[config.mk]
export PLATFORM = sky130hd
export DESIGN_NAME = input_seq_ctrl
export DESIGN_NICKNAME = d
export VERILOG_FILES = /design/src/rtl/lstm_pkg.sv /design/src/rtl/seq_idx_counter.sv /design/src/rtl/input_seq_ctrl.sv
export SDC_FILE = /design/constraint.sdc
export NUM_CORES = 1
export LEC_CHECK = 0
export CAP_MARGIN = 40
export CORE_AREA = 2 2 87 89
export CTS_CLUSTER_DIAMETER = 150
export CTS_CLUSTER_SIZE = 10
export DETAILED_ROUTE_END_ITERATION = 8
export DIE_AREA = 0 0 89 91
export PLACE_DENSITY = 0.8
export SLEW_MARGIN = 10
export SYNTH_ARGS = -nofsm -noshare
export SYNTH_HDL_FRONTEND = slang
export SYNTH_HIERARCHICAL = 1
export SYNTH_SLANG_ARGS = --single-unit
[constraint.sdc]
create_clock -name clk -period 3.9 [get_ports clk]
set_input_delay 0.585 -clock clk [delete_from_list [all_inputs] [get_ports clk]]
set_output_delay 0.585 -clock clk [all_outputs]
set_load 0.01 [all_outputs]
[src/rtl/lstm_pkg.sv]
// Shared types, default dimensions and the input-ROM address helper
// for the LSTM sequencers.
package lstm_pkg;

  typedef enum logic [1:0] {
    SEQ_IDLE     = 2'd0,
    SEQ_STREAM   = 2'd1,
    SEQ_WAIT_ACK = 2'd2
  } seq_state_t;

  localparam int LSTM_NUM            = 45;
  localparam int LSTM_NUM_ITERATIONS = 8;
  localparam int LSTM_NUM_SEQ        = 2;

  // Flat ROM layout: sequences of time steps of NUM words each.
  function automatic logic [31:0] input_addr(
    input logic [31:0] seq,
    input logic [31:0] step,
    input logic [31:0] feat,
    input logic [31:0] num      = 32'(LSTM_NUM),
    input logic [31:0] num_iter = 32'(LSTM_NUM_ITERATIONS)
  );
    return (seq * num_iter + step) * num + feat;
  endfunction

endpackage

[src/rtl/seq_idx_counter.sv]
// Nested feature/step index counter: feat wraps into step, step wraps to 0.
// Shared by the input and weight sequencers.
module seq_idx_counter #(
  parameter int FEAT_N = 45,
  parameter int STEP_N = 8,
  parameter int FEAT_W = (FEAT_N > 1) ? $clog2(FEAT_N) : 1,
  parameter int STEP_W = (STEP_N > 1) ? $clog2(STEP_N) : 1
) (
  input  logic              clk,
  input  logic              rst_n,
  input  logic              clr,
  input  logic              feat_inc,
  input  logic              step_inc,
  output logic [FEAT_W-1:0] feat,
  output logic [STEP_W-1:0] step,
  output logic              feat_last,
  output logic              step_last
);

  logic [FEAT_W-1:0] feat_q, feat_d;
  logic [STEP_W-1:0] step_q, step_d;

  assign feat      = feat_q;
  assign step      = step_q;
  assign feat_last = (feat_q == FEAT_W'(FEAT_N - 1));
  assign step_last = (step_q == STEP_W'(STEP_N - 1));

  // Next-index logic; clear beats step_inc beats feat_inc.
  always_comb begin
    feat_d = feat_q;
    step_d = step_q;
    if (clr) begin
      feat_d = '0;
      step_d = '0;
    end else if (step_inc || (feat_inc && feat_last)) begin
      feat_d = '0;
      step_d = step_last ? '0 : step_q + STEP_W'(1);
    end else if (feat_inc) begin
      feat_d = feat_q + FEAT_W'(1);
    end else begin
      feat_d = feat_q;
    end
  end

  // Index registers.
  always_ff @(posedge clk or negedge rst_n) begin
    if (!rst_n) begin
      feat_q <= '0;
      step_q <= '0;
    end else begin
      feat_q <= feat_d;
      step_q <= step_d;
    end
  end

endmodule

[src/rtl/input_seq_ctrl.sv]
// Streams one LSTM input sequence from the input-vector ROM into the forward
// datapath, one word per cycle, pausing for step_ack after every time step.
module input_seq_ctrl
  import lstm_pkg::*;
#(
  parameter int WIDTH          = 32,
  parameter int NUM            = LSTM_NUM,
  parameter int NUM_ITERATIONS = LSTM_NUM_ITERATIONS,
  parameter int NUM_SEQ        = LSTM_NUM_SEQ,
  localparam int SEQ_W  = (NUM_SEQ > 1) ? $clog2(NUM_SEQ) : 1,
  localparam int STEP_W = (NUM_ITERATIONS > 1) ? $clog2(NUM_ITERATIONS) : 1
) (
  input  logic                    clk,
  input  logic                    rst_n,
  input  logic                    start,
  input  logic [SEQ_W-1:0]        seq_sel,
  input  logic                    abort,
  output logic [WIDTH-1:0]        mem_addr,
  input  logic signed [WIDTH-1:0] mem_data,
  output logic signed [WIDTH-1:0] out_data,
  output logic                    out_valid,
  input  logic                    out_ready,
  output logic                    out_first,
  output logic                    out_last,
  output logic [STEP_W-1:0]       step_idx,
  input  logic                    step_ack,
  output logic                    busy,
  output logic                    done,
  output logic                    err
);

  localparam int FEAT_W = (NUM > 1) ? $clog2(NUM) : 1;

  seq_state_t state_q, state_d;
  logic [SEQ_W-1:0]        seq_q, seq_d;
  logic signed [WIDTH-1:0] out_data_q, out_data_d;
  logic                    out_valid_q, out_valid_d;
  logic                    out_first_q, out_first_d;
  logic                    out_last_q, out_last_d;
  logic [STEP_W-1:0]       step_idx_q, step_idx_d;
  logic                    fetch_done_q, fetch_done_d;
  logic                    done_q, done_d;
  logic                    err_q, err_d;

  logic              cnt_clr, feat_inc, step_inc;
  logic [FEAT_W-1:0] feat;
  logic [STEP_W-1:0] step;
  logic              feat_last, step_last;
  logic              load_ok, accept;

  seq_idx_counter #(
    .FEAT_N (NUM),
    .STEP_N (NUM_ITERATIONS),
    .FEAT_W (FEAT_W),
    .STEP_W (STEP_W)
  ) u_idx (
    .clk       (clk),
    .rst_n     (rst_n),
    .clr       (cnt_clr),
    .feat_inc  (feat_inc),
    .step_inc  (step_inc),
    .feat      (feat),
    .step      (step),
    .feat_last (feat_last),
    .step_last (step_last)
  );

  // Address follows the counters, so out_ready may reach mem_addr but never out_data.
  assign mem_addr = WIDTH'(input_addr(32'(seq_q), 32'(step), 32'(feat),
                                      32'(NUM), 32'(NUM_ITERATIONS)));
  assign load_ok  = !out_valid_q || out_ready;
  assign accept   = out_valid_q && out_ready;

  assign out_data  = out_data_q;
  assign out_valid = out_valid_q;
  assign out_first = out_first_q;
  assign out_last  = out_last_q;
  assign step_idx  = step_idx_q;
  assign busy      = (state_q != SEQ_IDLE);
  assign done      = done_q;
  assign err       = err_q;

  // Next-state and output-register logic.
  always_comb begin
    state_d      = state_q;
    seq_d        = seq_q;
    out_data_d   = out_data_q;
    out_valid_d  = out_valid_q;
    out_first_d  = out_first_q;
    out_last_d   = out_last_q;
    step_idx_d   = step_idx_q;
    fetch_done_d = fetch_done_q;
    done_d       = 1'b0;
    err_d        = 1'b0;
    cnt_clr      = 1'b0;
    feat_inc     = 1'b0;
    step_inc     = 1'b0;

    case (state_q)
      SEQ_IDLE: begin
        if (start) begin
          if (32'(seq_sel) < 32'(NUM_SEQ)) begin
            seq_d        = seq_sel;
            cnt_clr      = 1'b1;
            fetch_done_d = 1'b0;
            state_d      = SEQ_STREAM;
          end else begin
            err_d = 1'b1;
          end
        end else begin
          state_d = SEQ_IDLE;
        end
      end
      SEQ_STREAM: begin
        if (!fetch_done_q) begin
          if (load_ok) begin
            out_data_d  = mem_data;
            out_valid_d = 1'b1;
            out_first_d = (feat == '0);
            out_last_d  = feat_last;
            step_idx_d  = step;
            if (feat_last) begin
              fetch_done_d = 1'b1;
            end else begin
              feat_inc = 1'b1;
            end
          end else begin
            out_valid_d = out_valid_q;
          end
        end else if (accept) begin
          // Last word of the step has left; the datapath now runs the cell.
          out_valid_d = 1'b0;
          state_d     = SEQ_WAIT_ACK;
        end else begin
          out_valid_d = out_valid_q;
        end
      end
      SEQ_WAIT_ACK: begin
        if (step_ack) begin
          if (!step_last) begin
            step_inc     = 1'b1;
            fetch_done_d = 1'b0;
            state_d      = SEQ_STREAM;
          end else begin
            done_d  = 1'b1;
            state_d = SEQ_IDLE;
          end
        end else begin
          state_d = SEQ_WAIT_ACK;
        end
      end
      default: begin
        state_d = SEQ_IDLE;
      end
    endcase

    if (abort) begin
      state_d      = SEQ_IDLE;
      out_valid_d  = 1'b0;
      done_d       = 1'b0;
      err_d        = 1'b0;
      cnt_clr      = 1'b1;
      feat_inc     = 1'b0;
      step_inc     = 1'b0;
      fetch_done_d = 1'b0;
    end else begin
      cnt_clr = cnt_clr;
    end
  end

  // State and output registers.
  always_ff @(posedge clk or negedge rst_n) begin
    if (!rst_n) begin
      state_q      <= SEQ_IDLE;
      seq_q        <= '0;
      out_data_q   <= '0;
      out_valid_q  <= 1'b0;
      out_first_q  <= 1'b0;
      out_last_q   <= 1'b0;
      step_idx_q   <= '0;
      fetch_done_q <= 1'b0;
      done_q       <= 1'b0;
      err_q        <= 1'b0;
    end else begin
      state_q      <= state_d;
      seq_q        <= seq_d;
      out_data_q   <= out_data_d;
      out_valid_q  <= out_valid_d;
      out_first_q  <= out_first_d;
      out_last_q   <= out_last_d;
      step_idx_q   <= step_idx_d;
      fetch_done_q <= fetch_done_d;
      done_q       <= done_d;
      err_q        <= err_d;
    end
  end

endmodule

Yosys cells after proc, flatten, opt, wreduce, memory -nomap -nowiden
Cells that the tools add are included.

operators by class
  add/sub/neg operators = 4
  multipliers = 1
  eq/ne operators = 10
  mux-type cells = 42
  bitwise logic cells = 1
  reductions and logical operators = 18

operators by type and width
  kind                    number
  $mux W1                 30
  $mux W6                 3
  $ne A3 B3 Y1 const B    5
  $add A11 B6 Y12         1
  $mul A5 B6 Y11 const B  1
  $mux W3                 3
  $mux W2                 4
  $add A6 B1 Y6 const B   1
  $eq A6 B6 Y1 const B    1
  $logic_not A6 Y1        1
  $pmux W2 S3             1
  $reduce_and A3 Y1       2
  $reduce_bool A2 Y1      3
  $reduce_bool A3 Y1      2
  $add A4 B3 Y5           1
  $reduce_and A2 Y1       2
  $reduce_and A4 Y1       1
  $reduce_bool A4 Y1      1
  $add A3 B1 Y3 const B   1
  $eq A3 B3 Y1 const B    1
  $ne A3 B2 Y1 const B    1
  $pmux W1 S3             1
  $eq A2 B1 Y1 const B    1
  $eq A2 B2 Y1 const B    1
  5 further kinds         7

word-level totals
  bits in registers = 52
  logic and storage cells = 87

Depth between registers and ports, before layout
Gate-level depths: netlist of run 1.

  depth after elaboration = 10
  gate-level depth with buffers = 12

Modules after synthesis
Netlist of run 1, hierarchy kept.

modules (own cells, without submodules)
  module           instances  cells an instance  area an instance (um^2)  sequential area each (um^2)
  input_seq_ctrl   1          212                2,642.5                  1,076.0
  seq_idx_counter  1          55                 556.8                    225.2

Least setup slack after synthesis of run 1
Ideal clock, no wire load.

  path type = register to output
  from = reg u_idx.feat_q[3] (netlist: u_idx/feat[3])
  to = out mem_addr[8]
  data arrival time = 3.066 ns
  data required time = 3.315 ns
  slack = 0.249 ns
  cell stages (with the launch flop) = 11
  buffers on the path = 0
  cells stage by stage = dfrtp_1 > inv_1 > fa_1 > inv_1 > ha_1 > fa_1 > fa_1 > a211oi_1 > o21bai_1 > a21oi_1 > xnor2_1

between the ends
  longest elaborated chain between the ends = 1

ends and longest elaborated chain
  what                      line                   source
  start: declaration        seq_idx_counter.sv:20  logic [FEAT_W-1:0] feat_q, feat_d;
  start signal: assignment  seq_idx_counter.sv:51  feat_q <= feat_d;
  $add A11 B6 Y12           lstm_pkg.sv:23         return (seq * num_iter + step) * num + feat;
  end: declaration          input_seq_ctrl.sv:18   output logic [WIDTH-1:0] mem_addr,

Every way passes these cells.

Final worst setup path of run 1
  from = reg u_idx.step_q[0] (netlist: u_idx/step[0])
  to = out mem_addr[6]

between the ends
  longest elaborated chain between the ends = 3

ends and longest elaborated chain
  what                      line                   source
  start: declaration        seq_idx_counter.sv:21  logic [STEP_W-1:0] step_q, step_d;
  start signal: assignment  seq_idx_counter.sv:52  step_q <= step_d;
  $add A4 B3 Y5             lstm_pkg.sv:23
  $mul A5 B6 Y11            lstm_pkg.sv:23
  $add A11 B6 Y12           lstm_pkg.sv:23

Every way passes these cells.

==> results of run 1 <==
[registers in the layout (all words and copies together) (netlist names)]
signal / flops
out_data: 32
u_idx/feat: 6
step_idx: 3
u_idx/step: 3
state_q: 2
done: 1
fetch_done_q: 1
out_first: 1
out_last: 1
out_valid: 1
seq_q: 1
[final timing paths]
check	endpoint	startpoint	depth (start not counted)	slack, ns
max in group asynchronous	out_valid$_DFFE_PN0P_	rst_n	2	2.83
min in group clk	step_idx[1]$_DFFE_PN0P_	step_idx[1]$_DFFE_PN0P_	2	0.48
hold / removal	out_data[29]$_DFFE_PN0P_	rst_n	1	0.31
setup / recovery	mem_addr[6]	u_idx/step[0]$_DFFE_PN0P_	11	0.17
setup reg to reg	u_idx/step[0]$_DFFE_PN0P_	u_idx/feat[0]$_DFFE_PN0P_	8	1.18
hold reg to reg	step_idx[1]$_DFFE_PN0P_	step_idx[1]$_DFFE_PN0P_	2	0.48
[per-layer routing]
layer / GRT usage / routed length (microns) / vias up
li1: - / - / 1059
met1: 0.200 / 2560 / 1042
met2: 0.262 / 3280 / 61
met3: 0.0382 / 299 / 10
met4: 0.0361 / 124 / 0
met5: 0 / 0 / -
[synthesized netlist by cell type, types with 3 or more instances]
cell	n	area (sq um)
dfrtp_1	52	1300
mux2_4	32	480
inv_1	27	101
ha_1	26	325
buf_4	24	180
a21oi_1	11	55.1
nand2_1	10	37.5
nor2_1	8	30.0
nand2b_1	7	43.8
o21ai_0	7	35.0
fa_1	6	120
buf_6	4	45.0
xnor2_1	4	35.0
mux2_2	3	33.8
nand3_1	3	15.0
nor3_1	3	15.0
xor2_1	3	26.3
[final cells by class]
type | instances | share of cell area
multi-input cells | 180 | 0.398
well taps | 99 | 0.0292
clock buffers | 6 | 0.0195
inverters | 27 | 0.0239
repair buffers | 98 | 0.219
clock inverters | 2 | 0.00354
flip-flops and latches | 52 | 0.307
[power groups by stage]
| stage | Clock, W | Sequential (W) | Combinational [W] |
|---|---|---|---|
| 2_1_floorplan | 0 | 0.000926 | 0.000530 |
| 3_3_place_gp | 0 | 0.000843 | 0.00109 |
| 3_5_place_dp | 0 | 0.000851 | 0.00111 |
| 4_1_cts | 0.000333 | 0.000843 | 0.00110 |
| 5_1_grt | 0.000360 | 0.000868 | 0.00117 |
| 6_report | 0.000316 | 0.000844 | 0.00109 |
[what timing repair did]
| action | in CTS | in global routing |
|---|---|---|
| pin swaps | 2 | 6 |
| buffers inserted | 0 | 0 |
| endpoints found under the setup margin | 6 | 4 |
| resized for setup | 14 | 12 |
| endpoints found under the hold margin | 0 | 0 |
[placed cells by master, fill, tap and decap left out, types with 4 or more instances in the layout]
master / Yosys / layout
nand2b_1: 7 / 7
clkbuf_8: 0 / 6
a21oi_1: 11 / 8
nor2_1: 8 / 8
ha_1: 26 / 25
nand2_1: 10 / 10
inv_1: 27 / 27
fa_1: 6 / 4
buf_4: 24 / 10
o21ai_0: 7 / 6
mux2_4: 32 / 32
dfrtp_1: 52 / 52
buf_2: 1 / 4
xnor2_1: 4 / 4
conb_1: 1 / 23
clkdlybuf4s50_1: 0 / 81
[worst reg2reg max path, delay by kind of cell (launching register included)]
| family | cells | cell delay [ns] |
|---|---|---|
| AND/OR/NAND/NOR | 3 | 0.87 |
| flip-flops | 1 | 0.48 |
| AO/OA/AOI/OAI | 1 | 0.40 |
| buffers and inverters | 2 | 0.32 |
| multiplexers | 1 | 0.30 |
| adder cells (fa/ha/maj) | 1 | 0.24 |
[metrics by stage]
stage	power, W	worst slack (ns)
global placement	0.00193	-0.124
floorplan	0.00146	0.249
detailed placement	0.00196	-0.150
CTS	0.00228	-0.0377
global route	0.00240	-0.0198
finish	0.00225	0.171
[logic make-up after synthesis]
family                   Yosys count  synth area share
AO/OA/AOI/OAI                     34            0.0743
AND/OR/NAND/NOR                   47            0.0876
XOR/XNOR                           7            0.0192
adder cells (fa/ha/maj)           32             0.139
buffers and inverters             57             0.105
flip-flops                        52             0.407
other                              1           0.00117
multiplexers                      37             0.167
==> flow_metrics.py, run 1 <==
metrics = {
    "run_status": {
        "run_status": "complete, no violations",
    },
    "sta": {
        "period_share": 0.956,
        "slew_viol_final": 0,
        "period_needed_ns": 3.73,
        "final.setup.tns_ns": 0,
        "timing_worst_slew_pin_value_ns": 0.794,
        "slew_headroom": 0.467,
        "hold_viol_final": 0,
        "timing.clock.skew_ns": 0.00689,
        "fmax_mhz": 268,
        "finalSetupViolCount": 0,
        "worst_hold_slack_ns": 0.313,
    },
    "finish": {
        "multi_input_area_sq_um": 1690,
        "n_fill_cell": 586,
        "final-seq-area_sq_um": 1300,
        "finish.cell_count_without_fillers": 464,
        "fraction_of_layout_cells_with_a_size_suffix_above_1": 0.203,
        "antennaDiodeCount": 0,
        "syn2layout_area_growth_pct": 32.5,
        "final_design_area_no_fill_sq_um": 4240,
        "post-route-util": 0.594,
        "design.final.nets": 435,
    },
    "clock_network": {
        "cts-root-to-sink-buffers": 2,
        "cts_hold_buffers_added": 0,
        "cts.clk_slew.worst_paths_ns": 0.09,
        "cts.htree.levels": 2,
        "cts_buffers": 5,
        "cts_tree": "done",
        "worst_skew_pair.late_latency_ns": 0.30,
        "clock-root-buffer": "clkbuf_8",
        "clock-sinks": 52,
    },
    "yosys": {
        "share_of_synthesized_area_occupied_by_flip_flops_and_latches": 0.407,
        "async_flop_share": 1.00,
        "synthCells": 267,
        "synth.avg_cell_area_sq_um": 12.0,
        "dominantRegCellSynth": "dfrtp_1",
        "yosys_register_bits": 52,
        "synth-edff-count": 0,
        "synth_cell_types": 44,
        "synthesis.area_sq_um": 3200,
        "yosysWarningCount": 6,
    },
    "route": {
        "avgRoutedWirePerCell_microns": 13.5,
        "drc": 0,
        "initialDrtViolationCount": 80,
        "post_route_ant_nets": 0,
        "avgViaCountPerCell": 4.68,
        "firstDrtPassIters": 4,
        "totalWireLength_microns": 6260,
        "via_count": 2172,
    },
    "floorplanning": {
        "floorplan_die_area_sq_um": 8100,
        "floorplan.core_area_sq_um": 7140,
        "floorplan.rows": 31,
        "chipHeight_microns": 91,
        "ioPinCount": 112,
        "fp.dieW_microns": 89,
        "initial_standard_cell_utilization_of_the_core": 0.448,
    },
    "place": {
        "finalWeightedCongestion": 0.839,
        "placement.cell_area_sq_um": 4120,
        "place_hpwl_microns": 4940,
        "place.port_buffers": 88,
        "placed_cells": 456,
    },
    "critical_path": {
        "sort_of_element_at_the_end_of_the_critical_path": "primary output",
        "data_required_time_of_the_critical_path_ns": 3.31,
        "critical_path.most_common_cell": "ha_1",
        "worst-path-max-fanout": 6,
        "worst_ep_arrival_time_ns": 3.14,
        "crit_path_top_delay_cell": "fa_2",
        "worstPathCellList": "buf_4 > ha_1 > ha_1 > ha_1 > ha_1 > fa_2 > buf_4 > a21o_1 > a21oi_2 > xnor2_1 > buf_2",
        "start_kind": "flip-flop",
        "cp.buffers_inverters": 3,
        "path_delay_family": "adder cells",
        "critPathMaxStageDelay_ns": 0.40,
        "path_class": "flip-flop to primary output",
    },
    "power": {
        "power-per-cell-area_nw_per_um2": 532,
        "share_seq_of_total_power": 0.374,
        "ir_worst_vdd_uv": 281,
        "net_switching_power_w": 0.000698,
        "internal-power_w": 0.00156,
        "cellLeakagePower_nw": 2.07,
        "p_comb_frac": 0.485,
        "sw_frac": 0.309,
        "clock_power_share": 0.140,
    },
    "run": {
        "maxcap_violations": 0,
    },
    "worst_hold_path": {
        "hold_path.class": "primary input to async pin",
    },
    "grt": {
        "grt_overflow": 0,
        "antenna_found_initial": 0,
        "grt_usage": 0.156,
        "grt_pass1_vias": 2084,
        "pin_count_of_the_biggest_net_entering_global_routing": 42,
        "grt_pass1_wl_microns": 9900,
    },
}
Note: power is estimated with default switching activity, not from simulation.
==> run 2, diff against run 1 <==
Settings changed: SKIP_CTS_REPAIR_TIMING set to 1.
==> flow_metrics.py, run 2 (same netlist as run 1, synthesis figures left out) <==
metrics = {
    "finish": {
        "post-route-util": 0.597,
        "most-common-layout-cells": "81 x clkdlybuf4s50_1, 51 x dfrtp_1, 32 x mux2_4, 25 x inv_1, 25 x ha_1",
        "finish.cell_count_without_fillers": 465,
        "antennaDiodeCount": 0,
        "max_reg_flops": 32,
        "syn2layout_area_growth_pct": 33.2,
        "fraction_of_layout_cells_with_a_size_suffix_above_1": 0.205,
        "layout_commonest_cell": "clkdlybuf4s50_1",
        "design.final.nets": 436,
    },
    "power": {
        "totalPowerFinal_w": 0.00226,
        "cellLeakagePower_nw": 2.12,
        "ir_worst_vdd_uv": 282,
        "power-per-cell-area_nw_per_um2": 530,
    },
    "route": {
        "avgRoutedWirePerCell_microns": 13.5,
        "via_count": 2184,
        "avgViaCountPerCell": 4.70,
        "firstDrtPassIters": 4,
        "post_route_ant_nets": 0,
        "totalWireLength_microns": 6280,
        "drc": 0,
        "initialDrtViolationCount": 109,
    },
    "clock_network": {
        "clock-root-buffer": "clkbuf_8",
        "worst_skew_pair.late_latency_ns": 0.30,
        "cts.htree.levels": 2,
        "cts_buffers": 5,
        "cts.clk_slew.worst_paths_ns": 0.09,
        "cts_tree": "done",
        "cts-root-to-sink-buffers": 2,
        "clock-sinks": 52,
    },
    "grt": {
        "grt_busiest_layer": "met2",
        "pin_count_of_the_biggest_net_entering_global_routing": 42,
        "globalRouteMet3Util": 0.0382,
        "grt_pass1_wl_microns": 9810,
        "gr-usage-met2": 0.259,
        "grt_pass1_vias": 2076,
        "grt_usage": 0.154,
        "grt_use_met1": 0.199,
        "grt_overflow": 0,
        "antenna_found_initial": 0,
    },
    "sta": {
        "final_critical_path_setup_slack_ns": 0.0683,
        "period_needed_ns": 3.83,
        "slew_viol_final": 0,
        "timing_worst_slew_pin_value_ns": 0.825,
        "fmax_mhz": 261,
        "slew_headroom": 0.446,
        "timing.clock.skew_ns": 0.00591,
        "rsz0062_at_grt": "yes",
        "period_share": 0.982,
        "hold_viol_final": 0,
        "finalSetupViolCount": 0,
    },
    "critical_path": {
        "worst-r2r-setup-slack_ns": 1.16,
        "path_class": "flip-flop to primary output",
        "reg2regPathDepth": 8,
        "worst_ep_arrival_time_ns": 3.25,
        "data_required_time_of_the_critical_path_ns": 3.31,
        "crit-reg2reg-capture": "u_idx/step[0]$_DFFE_PN0P_",
        "sort_of_element_at_the_end_of_the_critical_path": "primary output",
        "reg2reg_from": "u_idx/feat[0]$_DFFE_PN0P_",
        "worst-path-max-fanout": 2,
        "start_kind": "flip-flop",
    },
    "place": {
        "place_hpwl_microns": 4940,
        "placed_cells": 456,
        "finalWeightedCongestion": 0.839,
        "detailedPlace.worstSlack_ns": -0.150,
        "place.port_buffers": 88,
    },
    "run_status": {
        "run_status": "complete, no violations",
    },
    "run": {
        "maxcap_violations": 0,
    },
    "floorplanning": {
        "floorplan.rows": 31,
        "chipHeight_microns": 91,
        "initial_standard_cell_utilization_of_the_core": 0.448,
        "fp.dieW_microns": 89,
        "floorplan.core_area_sq_um": 7140,
        "ioPinCount": 112,
        "floorplan_die_area_sq_um": 8100,
    },
    "worst_hold_path": {
        "hold_path.class": "primary input to async pin",
    },
}
## run 2: cell types whose count changed in the layout (fill, tap and decap cells not counted), sizes merged
cell | before | now
clkbuf | 7 | 6
dlygate4sd2 | 2 | 0
dlymetal6s2s | 0 | 4
## run 2: critical path: stages, from the launching register on
cell and delay (ns):
dfrtp_1 0.37, inv_2 0.04, fa_1 0.55, inv_2 0.05, ha_4 0.25, fa_2 0.43
buf_4 0.15, fa_2 0.34, buf_4 0.15, a21o_1 0.19, a21oi_2 0.15, xnor2_1 0.13
buf_2 0.15
## run 2: how the worst max path moves through the flow
| stage | from | to | slack (ns) | cells after the start |
|---|---|---|---|---|
| after detailed placement | u_idx/feat[3]$_DFFE_PN0P_ | mem_addr[6] | -0.15 | 11 |
| final | u_idx/feat[3]$_DFFE_PN0P_ | mem_addr[6] | 0.07 | 12 |
| after CTS | u_idx/feat[3]$_DFFE_PN0P_ | mem_addr[8] | -0.49 | 11 |
| after global routing | u_idx/feat[3]$_DFFE_PN0P_ | mem_addr[6] | -0.06 | 12 |
| after global placement | u_idx/feat[3]$_DFFE_PN0P_ | mem_addr[8] | -0.12 | 11 |
| after floorplan | u_idx/feat[3]$_DFFE_PN0P_ | mem_addr[8] | 0.25 | 10 |
## run 2: layer usage
metal,vias to the layer above,routed length [microns]
li1,1060,-
met1,1057,2610
met2,57,3290
met3,10,263
met4,0,124
met5,-,0
## run 2: area by class of cell
cell class              instances  area [sq um]
well taps                      99           124
multi-input cells             180          1680
flip-flops and latches         52          1300
clock inverters                 2          15.0
fillers                       585          2880
inverters                      27           101
repair buffers                 99           958
clock buffers                   6          82.6
## run 2: through the flow
step / hold WS [ns] / TNS [ns] / instance area [sq um]
CTS: 0.338 / -1.78 / 4220
detailed placement: 0.465 / -0.297 / 4120
floorplan: 0.289 / 0 / 3280
finish: 0.312 / 0 / 4260
global route: 0.365 / -0.0991 / 4260
global placement: 0.469 / -0.194 / 4120
## run 2: where the power goes
part	internal (W)	switching [W]	leakage, nW
combinational	0.000691	0.000405	1.43
sequential	0.000727	0.000118	0.646
clock	0.000144	0.000175	0.0434
total	0.00156	0.000698	2.12
